--- config.mk ---
export PLATFORM = sky130hd
export DESIGN_NAME = four_bit_serial_subtractor
export DESIGN_NICKNAME = d
export VERILOG_FILES = /design/src/rtl/four_bit_serial_subtractor.sv
export SDC_FILE = /design/constraint.sdc
export NUM_CORES = 1
export LEC_CHECK = 0
export CAP_MARGIN = 20
export CORE_MARGIN = 2
export CORE_UTILIZATION = 45
export DETAILED_ROUTE_END_ITERATION = 16
export HOLD_SLACK_MARGIN = 0.12
export PLACE_DENSITY_LB_ADDON = 0.25
export SYNTH_ARGS = -nofsm -noshare
export SYNTH_HDL_FRONTEND = slang
export SYNTH_SLANG_ARGS = --single-unit
--- constraint.sdc ---
create_clock -name clk -period 3.8 [get_ports clk]
set_input_delay 0.76 -clock clk [delete_from_list [all_inputs] [get_ports clk]]
set_output_delay 0.76 -clock clk [all_outputs]
set_load 0.02 [all_outputs]
--- src/rtl/four_bit_serial_subtractor.sv ---
// Bit-serial unsigned subtractor: computes a - b one bit per clock through a registered borrow,
// then presents a sign-extended difference, borrow/negative flag and magnitude for one done cycle.
module four_bit_serial_subtractor #(
  parameter int N     = 4,
  parameter int OUT_W = 8
) (
  input  logic                    clk,
  input  logic                    rst_n,
  input  logic                    start,
  input  logic [N-1:0]            a,
  input  logic [N-1:0]            b,
  output logic                    busy,
  output logic                    done,
  output logic signed [OUT_W-1:0] d,
  output logic                    bout,
  output logic                    neg,
  output logic [N-1:0]            mag
);

  localparam int CNT_W = $clog2(N + 1);

  typedef enum logic [1:0] {
    S_IDLE = 2'd0,
    S_RUN  = 2'd1,
    S_DONE = 2'd2
  } state_t;

  state_t           state, state_nxt;
  logic [N-1:0]     sa, sb;
  logic [N-1:0]     acc;
  logic             br;
  logic [CNT_W-1:0] cnt;

  logic             accept;
  logic             last;
  logic             dbit;
  logic             br_nxt;
  logic [N-1:0]     diff_nxt;

  function automatic logic [N-1:0] abs_diff(input logic [N-1:0] diff, input logic is_neg);
    return is_neg ? (~diff + N'(1)) : diff;
  endfunction

  assign accept = start && (state == S_IDLE || state == S_DONE);
  assign last   = (state == S_RUN) && (cnt == CNT_W'(N - 1));
  assign busy   = (state == S_RUN);
  assign done   = (state == S_DONE);

  // Full-subtractor cell on the LSBs; difference bits enter acc from the top so bit 0 lands last
  always_comb begin
    dbit     = sa[0] ^ sb[0] ^ br;
    br_nxt   = (~sa[0] & sb[0]) | (~(sa[0] ^ sb[0]) & br);
    diff_nxt = {dbit, acc[N-1:1]};
  end

  always_ff @(posedge clk or negedge rst_n) begin
    if (!rst_n) state <= S_IDLE;
    else        state <= state_nxt;
  end

  always_comb begin
    state_nxt = state;
    case (state)
      S_IDLE:  if (start) state_nxt = S_RUN;
      S_RUN:   if (last)  state_nxt = S_DONE;
      S_DONE:  state_nxt = start ? S_RUN : S_IDLE;
      default: state_nxt = S_IDLE;
    endcase
  end

  always_ff @(posedge clk or negedge rst_n) begin
    if (!rst_n) begin
      sa   <= '0;
      sb   <= '0;
      acc  <= '0;
      br   <= 1'b0;
      cnt  <= '0;
      d    <= '0;
      bout <= 1'b0;
      neg  <= 1'b0;
      mag  <= '0;
    end else if (accept) begin
      sa  <= a;
      sb  <= b;
      acc <= '0;
      br  <= 1'b0;
      cnt <= '0;
    end else if (state == S_RUN) begin
      sa  <= sa >> 1;
      sb  <= sb >> 1;
      acc <= diff_nxt;
      br  <= br_nxt;
      cnt <= cnt + CNT_W'(1);
      // Result registers only move on the final bit, so they hold through RUN
      if (last) begin
        d    <= {{(OUT_W - N){br_nxt}}, diff_nxt};
        bout <= br_nxt;
        neg  <= br_nxt;
        mag  <= abs_diff(diff_nxt, br_nxt);
      end
    end
  end

endmodule

======== Yosys cells after proc, flatten, opt, wreduce, memory -nomap -nowiden ========
Index checks and enable logic that the tools add are counted.
word-level totals
  register bits ........................... 28
  bits of input ports ..................... 11
  output and inout port bits .............. 16
  logic and storage cells ................. 47
operators by class
  add/subtract/negate cells ............... 2
  equality and inequality tests ........... 5
  muxes and demuxes ....................... 15
  bitwise gates (word level) .............. 9
  reduce and logical (&&, ||, !) cells .... 7
operators with widths
  cell                                                   number
  two-way mux 4 bit                                      7
  two-way mux 3 bit                                      2
  case mux 2 bit (3 select lines)                        1
  adder 4 x 1 -> 4 bit, second input constant            1
  two-way mux 2 bit                                      2
  NOT 4 bit                                              1
  adder 3 x 1 -> 3 bit, second input constant            1
  == test 3 x 2 -> 1 bit, second input constant          1
  two-way mux 1 bit                                      3
  NOT 1 bit                                              3
  AND reduction 3 bit                                    1
  AND 1 bit                                              2
  == test 2 x 1 -> 1 bit, second input constant          1
  == test 2 bit, second input constant                   1
  logical AND 1 bit                                      2
  zero test 2 bit                                        1
  inequality test 2 x 1 -> 1 bit, second input constant  1
  inequality test 2 bit, second input constant           1
  AND reduction 2 bit                                    1
  nonzero test 2 bit                                     1
  XOR 1 bit                                              2
  logical OR 1 bit                                       1
  OR 1 bit                                               1

======== Depth between registers and ports, before layout ========
Gate-level depths: netlist of the first run.
  depth after elaboration ................. 6
  mapped depth ............................ 6
  depth with buffers taken out ............ 5

======== Worst setup path before layout of the first run ========
No wires, ideal clock.
  path kind ............................... reg2out
  start point ............................. register state[1]
  end point ............................... output done
  arrival time ............................ 981 ps
  data required time ...................... 3040 ps
  setup slack ............................. 2059 ps
  stages on the path, launching flop included .. 4
  buffers on the path ..................... 2
  cell sequence ........................... dfrtp_1 buf_4 buf_4 nor2b_1
on the way
  cells in the longest elaborated chain, start to end .. 1
RTL lines
  element                 RTL line  RTL
  start, declared         28        state_t state, state_nxt;
  start signal, assigned  58        else state <= state_nxt;
  == test 2 bit           47        assign done = (state == S_DONE);
  end, declared           13        output logic done,
Every way passes these cells.

======== Worst setup path after layout of the first run ========
  start point ............................. register state[0]
  end point ............................... output busy
on the way
  cells in the longest elaborated chain, start to end .. 1
RTL lines
  element                 RTL line  RTL
  == test 2 x 1 -> 1 bit  46        assign busy = (state == S_RUN);
  end, declared           12        output logic busy,
Every way passes these cells.

==> impl_metrics.ini, run 1 <==
[die]
core_um2 = 2780
die_area_um2 = 3390
io_pins = 27
die_h_um = 58.2
die_w_um = 58.2
rows = 19
initial_core_util = 0.475

[power_and_ir_drop]
p_comb_frac = 0.521
clock_power_share = 0.090
ir_worst_vdd_uv = 765
switching_share = 0.419
pwr-share-seq = 0.390
internal_power_uw = 777
leakage_uw = 0.000701
powerDensity_nw_per_um2 = 841
power.switching_uw = 560

[synth]
ys_async_sr_fraction = 1.00
yosys_most_used_dff = dfrtp_1
ys_seq_elements = 25
post_synth_most_frequent_cells = dfrtp_1, mux2i_1, nand2_1
seq_area_frac_synth = 0.473
netlist_area_um2 = 1320
ys_top_cells_by_area = dfrtp_1, mux2i_1, buf_4
ys_types = 27
synth_top_area_frac = 0.473
yosys_warnings = 0
yosys.area.top_type = dfrtp_1
syn_avg_cell_area_um2 = 10.6
synth_edf_count = 0
syn-num-nets = 141
post-synth-top-count-cell = dfrtp_1
synth_cells = 125

[cells_and_area]
drive_above_1_share = 0.0556
num-nets-final = 161
post-route-util = 0.572
final_cell_area_um2 = 1590
antenna_cells = 0
fillCellCount = 244
syn2layout_area_growth_pct = 20.2

[routing]
drtPass1Iterations = 4
wirelength_um = 2280
wl_per_cell_um = 13.0
post-route-drc-count = 0
first_iter_violations = 27
via_count = 934
vias_per_cell = 5.34
ant_nets = 0

[worst_setup_path]
cp_max_fo = 21
crit_path_start_kind = register
r2r_setup_slack_ns = 2.15
cp_data_required_time_ns = 3.04
worstSetupPathType = register to output pin
r2r-end = mag[3]$_DFFE_PN0P_
reg2reg_depth = 5
end_kind = output pin
critPathArrivalTime_ns = 2.03
reg2reg_from = sa[0]$_DFFE_PN0P_

[sta]
drv_slew = 0
finalSetupViolCount = 0
finalHoldViolations = 0
worst-slew-pin-transition_ns = 0.671
timing.final.crit_period_ns = 2.79
fmax_mhz = 358
finalCritPeriodShare = 0.734
slew_headroom = 0.552
rsz0062_at_grt = false
setup_tns_ns = 0
worst_clock_skew_ns = 0.00623

[placement]
dp_hpwl_um = 1740
port-buffer-count = 26
place.gp.congestion = 0.763
placed_area_um2 = 1560

[global_route]
overflow = 0
grt_pass1_vias = 900
antenna_found_initial = 0
track_usage = 0.152
grt_max_degree = 22
grt_pass1_wl_um = 3900

[clocking]
cts_hold_buffers = 0
clk_path_buf_depth = 2
cts_tree = built
cts_made_buffers = 3
h-tree-depth = 1
cts_sinks = 25
root_buffer = clkbuf_4
path_clk_slew_ns = 0.13
post_cts_buffers = 0
cts_resized = 0
clock_latency_ns = 0.32

[hold_path]
min_to = mag[3]$_DFFE_PN0P_
holdPathStages = 2
hold_path_class = register to register
holdCritStartpoint = mag[3]$_DFFE_PN0P_

[job]
cap_violations = 0

[run_status]
status = complete, no violations
metal layers:
layer	track usage	wire length (µm)	up-vias
met4	0.0797	50	0
li1	-	-	466
met3	0.0201	93	5
met5	0	0	-
met1	0.188	1030	437
met2	0.256	1100	26
worst max-delay path, cell delays in order (launching register included):
cell,delay [ns]
dfrtp_1,0.79
nand2b_1,0.21
inv_2,0.11
clkdlybuf4s50_1,0.60
power groups by stage:
stage	Sequential [µW]	Clock [µW]	Combinational, µW
final	521	120	696
after floorplan	517	0	509
after global routing	543	135	767
after detailed placement	531	0	704
after CTS	524	125	704
after global placement	523	0	682
cells in the final DEF (no fill, tap or decap), drive strengths merged:
cell / instances
mux2i: 13
nor2b: 6
nor3: 1
o2bb2ai: 2
mux2: 1
nand3b: 1
a22o: 3
o211a: 2
clkbuf: 4
o31ai: 1
inv: 10
nor2: 2
ha: 3
nor4: 1
dfrtp: 25
buf: 1
xnor2: 1
nand3: 2
a211oi: 4
o21ai: 11
fa: 2
o31a: 1
a21oi: 7
nand2b: 1
xor2: 1
clkdlybuf4s50: 26
nand2: 12
worst max-delay path by stage:
| stage | start | endpoint | slack [ns] |
|---|---|---|---|
| floorplan | state[1]$_DFFE_PN0P_ | done | 2.06 |
| global placement | state[0]$_DFFE_PN0P_ | busy | 1.40 |
| detailed placement | state[0]$_DFFE_PN0P_ | busy | 1.36 |
| CTS | state[0]$_DFFE_PN0P_ | busy | 0.98 |
| global route | state[0]$_DFFE_PN0P_ | busy | 0.86 |
| finish | state[0]$_DFFE_PN0P_ | busy | 1.01 |
registers in the layout (all words and copies together), names as in the netlist:
signal,cells
sa,4
cnt,3
d,5
sb,4
br,1
state,2
acc,3
mag,3
cell type report:
class / count / area [µm²] / area share
Inverter: 10 / 37.5 / 0.0236
Multi-Input combinational cell: 78 / 574 / 0.361
Clock buffer: 4 / 26.3 / 0.0165
Sequential cell: 25 / 626 / 0.393
Timing Repair Buffer: 27 / 288 / 0.181
Tap cell: 31 / 38.8 / 0.0244
stage by stage:
| step | power, µW | hold WS [ns] | std cells | worst slack (ns) |
|---|---|---|---|---|
| after floorplan | 1030 | 0.464 | 125 | 2.06 |
| after global placement | 1200 | 0.463 | 170 | 1.40 |
| after detailed placement | 1240 | 0.475 | 171 | 1.36 |
| after CTS | 1350 | 0.506 | 175 | 0.977 |
| after global routing | 1450 | 0.538 | 175 | 0.864 |
| final | 1340 | 0.502 | 175 | 1.01 |
cell families (layout without fill, tap and decap cells):
| logic type | after synthesis | count (layout) | share of synthesized area |
|---|---|---|---|
| adder cells (fa/ha/maj) | 5 | 5 | 0.0587 |
| AND/OR/NAND/NOR | 26 | 26 | 0.104 |
| flip-flops | 25 | 25 | 0.473 |
| XOR/XNOR | 2 | 2 | 0.0132 |
| multiplexers | 14 | 14 | 0.107 |
| buffers and inverters | 22 | 41 | 0.0927 |
| AO/OA/AOI/OAI | 31 | 31 | 0.151 |
(Power assumes the default switching activity.)
==> inputs of run 2 (changes only) <==
clock period = 2.35 ns   (was 3.8 ns; I/O delays follow)
==> impl_metrics.ini, run 2 (same netlist as run 1, synthesis figures left out) <==
[global_route]
grt_max_degree = 26
grt_pass1_wl_um = 3880
overflow = 0
antenna_found_initial = 0
grt_pass1_vias = 902
track_usage = 0.151

[cells_and_area]
post-route-util = 0.570
fillCellCount = 261
syn2layout_area_growth_pct = 19.9
top_register = d
num-nets-final = 163
seq_area_um2 = 626
finalNonFillerCells = 177
drive_above_1_share = 0.0685
layout_commonest_cell = clkdlybuf4s50_1
multi_input_comb_area_um2 = 574
final_cell_mix = clkdlybuf4s50_1, dfrtp_1, mux2i_1
top_regs = d x5, sa x4, sb x4
largest_reg_flops = 5
antenna_cells = 0

[routing]
first_iter_violations = 19
wl_per_cell_um = 13.3
wirelength_um = 2360
vias_per_cell = 5.27
post-route-drc-count = 0
ant_nets = 0
via_count = 933
drtPass1Iterations = 4

[clocking]
clk_path_buf_depth = 2
cts_made_buffers = 3
cts_resized = 0
post_cts_buffers = 0
cts_hold_buffers = 0
h-tree-depth = 1
cts_tree = built
root_buffer = clkbuf_4
clock_latency_ns = 0.31
path_clk_slew_ns = 0.13
cts_sinks = 25

[die]
io_pins = 27
rows = 19
initial_core_util = 0.475
die_h_um = 58.2
die_w_um = 58.2
core_um2 = 2780
die_area_um2 = 3390

[sta]
setup_tns_ns = 0
fmax_mhz = 446
rsz0062_at_grt = false
finalHoldViolations = 0
finalCritPeriodShare = 0.954
drv_slew = 0
worst_clock_skew_ns = 0.00195
worst-slew-pin-transition_ns = 0.592
timing.final.crit_period_ns = 2.24
finalSetupViolCount = 0
slew_headroom = 0.604

[job]
cap_violations = 0

[power_and_ir_drop]
ir_worst_vdd_uv = 1070
powerDensity_nw_per_um2 = 1370
leakage_uw = 0.000704

[worst_setup_path]
crit_path_start_kind = register
cp_data_required_time_ns = 1.88
end_kind = output pin
critPathArrivalTime_ns = 1.77
cp_max_fo = 9
worstSetupPathType = register to output pin

[hold_path]
hold_path_class = input pin to asynchronous set/reset pin

[placement]
dp_hpwl_um = 1760
port-buffer-count = 26
dp.cells = 173
place.gp.congestion = 0.725

[run_status]
status = complete, no violations
## run 2: changes by cell type in the layout (fill, tap and decap cells not counted), sizes merged
cell and change:
buf +2
## run 2: final timing paths
check	from	to	slack [ns]	depth (start not counted)
max	state[1]$_DFFE_PN0P_	busy	0.11	3
min	rst_n	d[0]$_DFFE_PN0P_	0.50	2
max reg2reg	sa[0]$_DFFE_PN0P_	mag[3]$_DFFE_PN0P_	0.72	5
min reg2reg	mag[3]$_DFFE_PN0P_	mag[3]$_DFFE_PN0P_	0.50	2
max in group asynchronous	rst_n	sb[1]$_DFFE_PN0P_	1.61	2
min in group clk	mag[3]$_DFFE_PN0P_	mag[3]$_DFFE_PN0P_	0.50	2
## run 2: per-layer routing
layer,vias up,GRT usage,part of all wire
li1,466,-,-
met1,438,0.180,0.45
met2,25,0.278,0.50
met3,4,0.0201,0.039
met4,0,0.0498,0.012
met5,-,0,0
## run 2: where the power goes
| group | switching [µW] | leakage [µW] | total (µW) | internal (µW) |
|---|---|---|---|---|
| clock | 124 | 0.0000150 | 190 | 66.2 |
| combinational | 611 | 0.000377 | 1190 | 581 |
| sequential | 171 | 0.000312 | 792 | 621 |
## run 2: layout make-up
cell class	instances	area share
multi-input cells	78	0.362
repair buffers	29	0.178
inverters	10	0.0237
flip-flops and latches	25	0.395
well taps	31	0.0245
clock buffers	4	0.0166
## run 2: worst max-delay path: stages (launching register included)
cell             delay (ns)
dfrtp_1                0.53
nand2b_1               0.25
inv_2                  0.08
clkdlybuf4s50_1        0.60
## run 2: through the flow
stage          power (µW)  setup slack [ns]  hold WS, ns  instance area [µm²]
3_3_place_gp         1970             0.475        0.465                 1560
2_1_floorplan        1660             0.867        0.174                 1320
5_1_grt              2370           0.00306        0.523                 1590
6_report             2170             0.107        0.498                 1590
4_1_cts              2210            0.0967        0.506                 1590
3_5_place_dp         2010             0.427        0.476                 1560
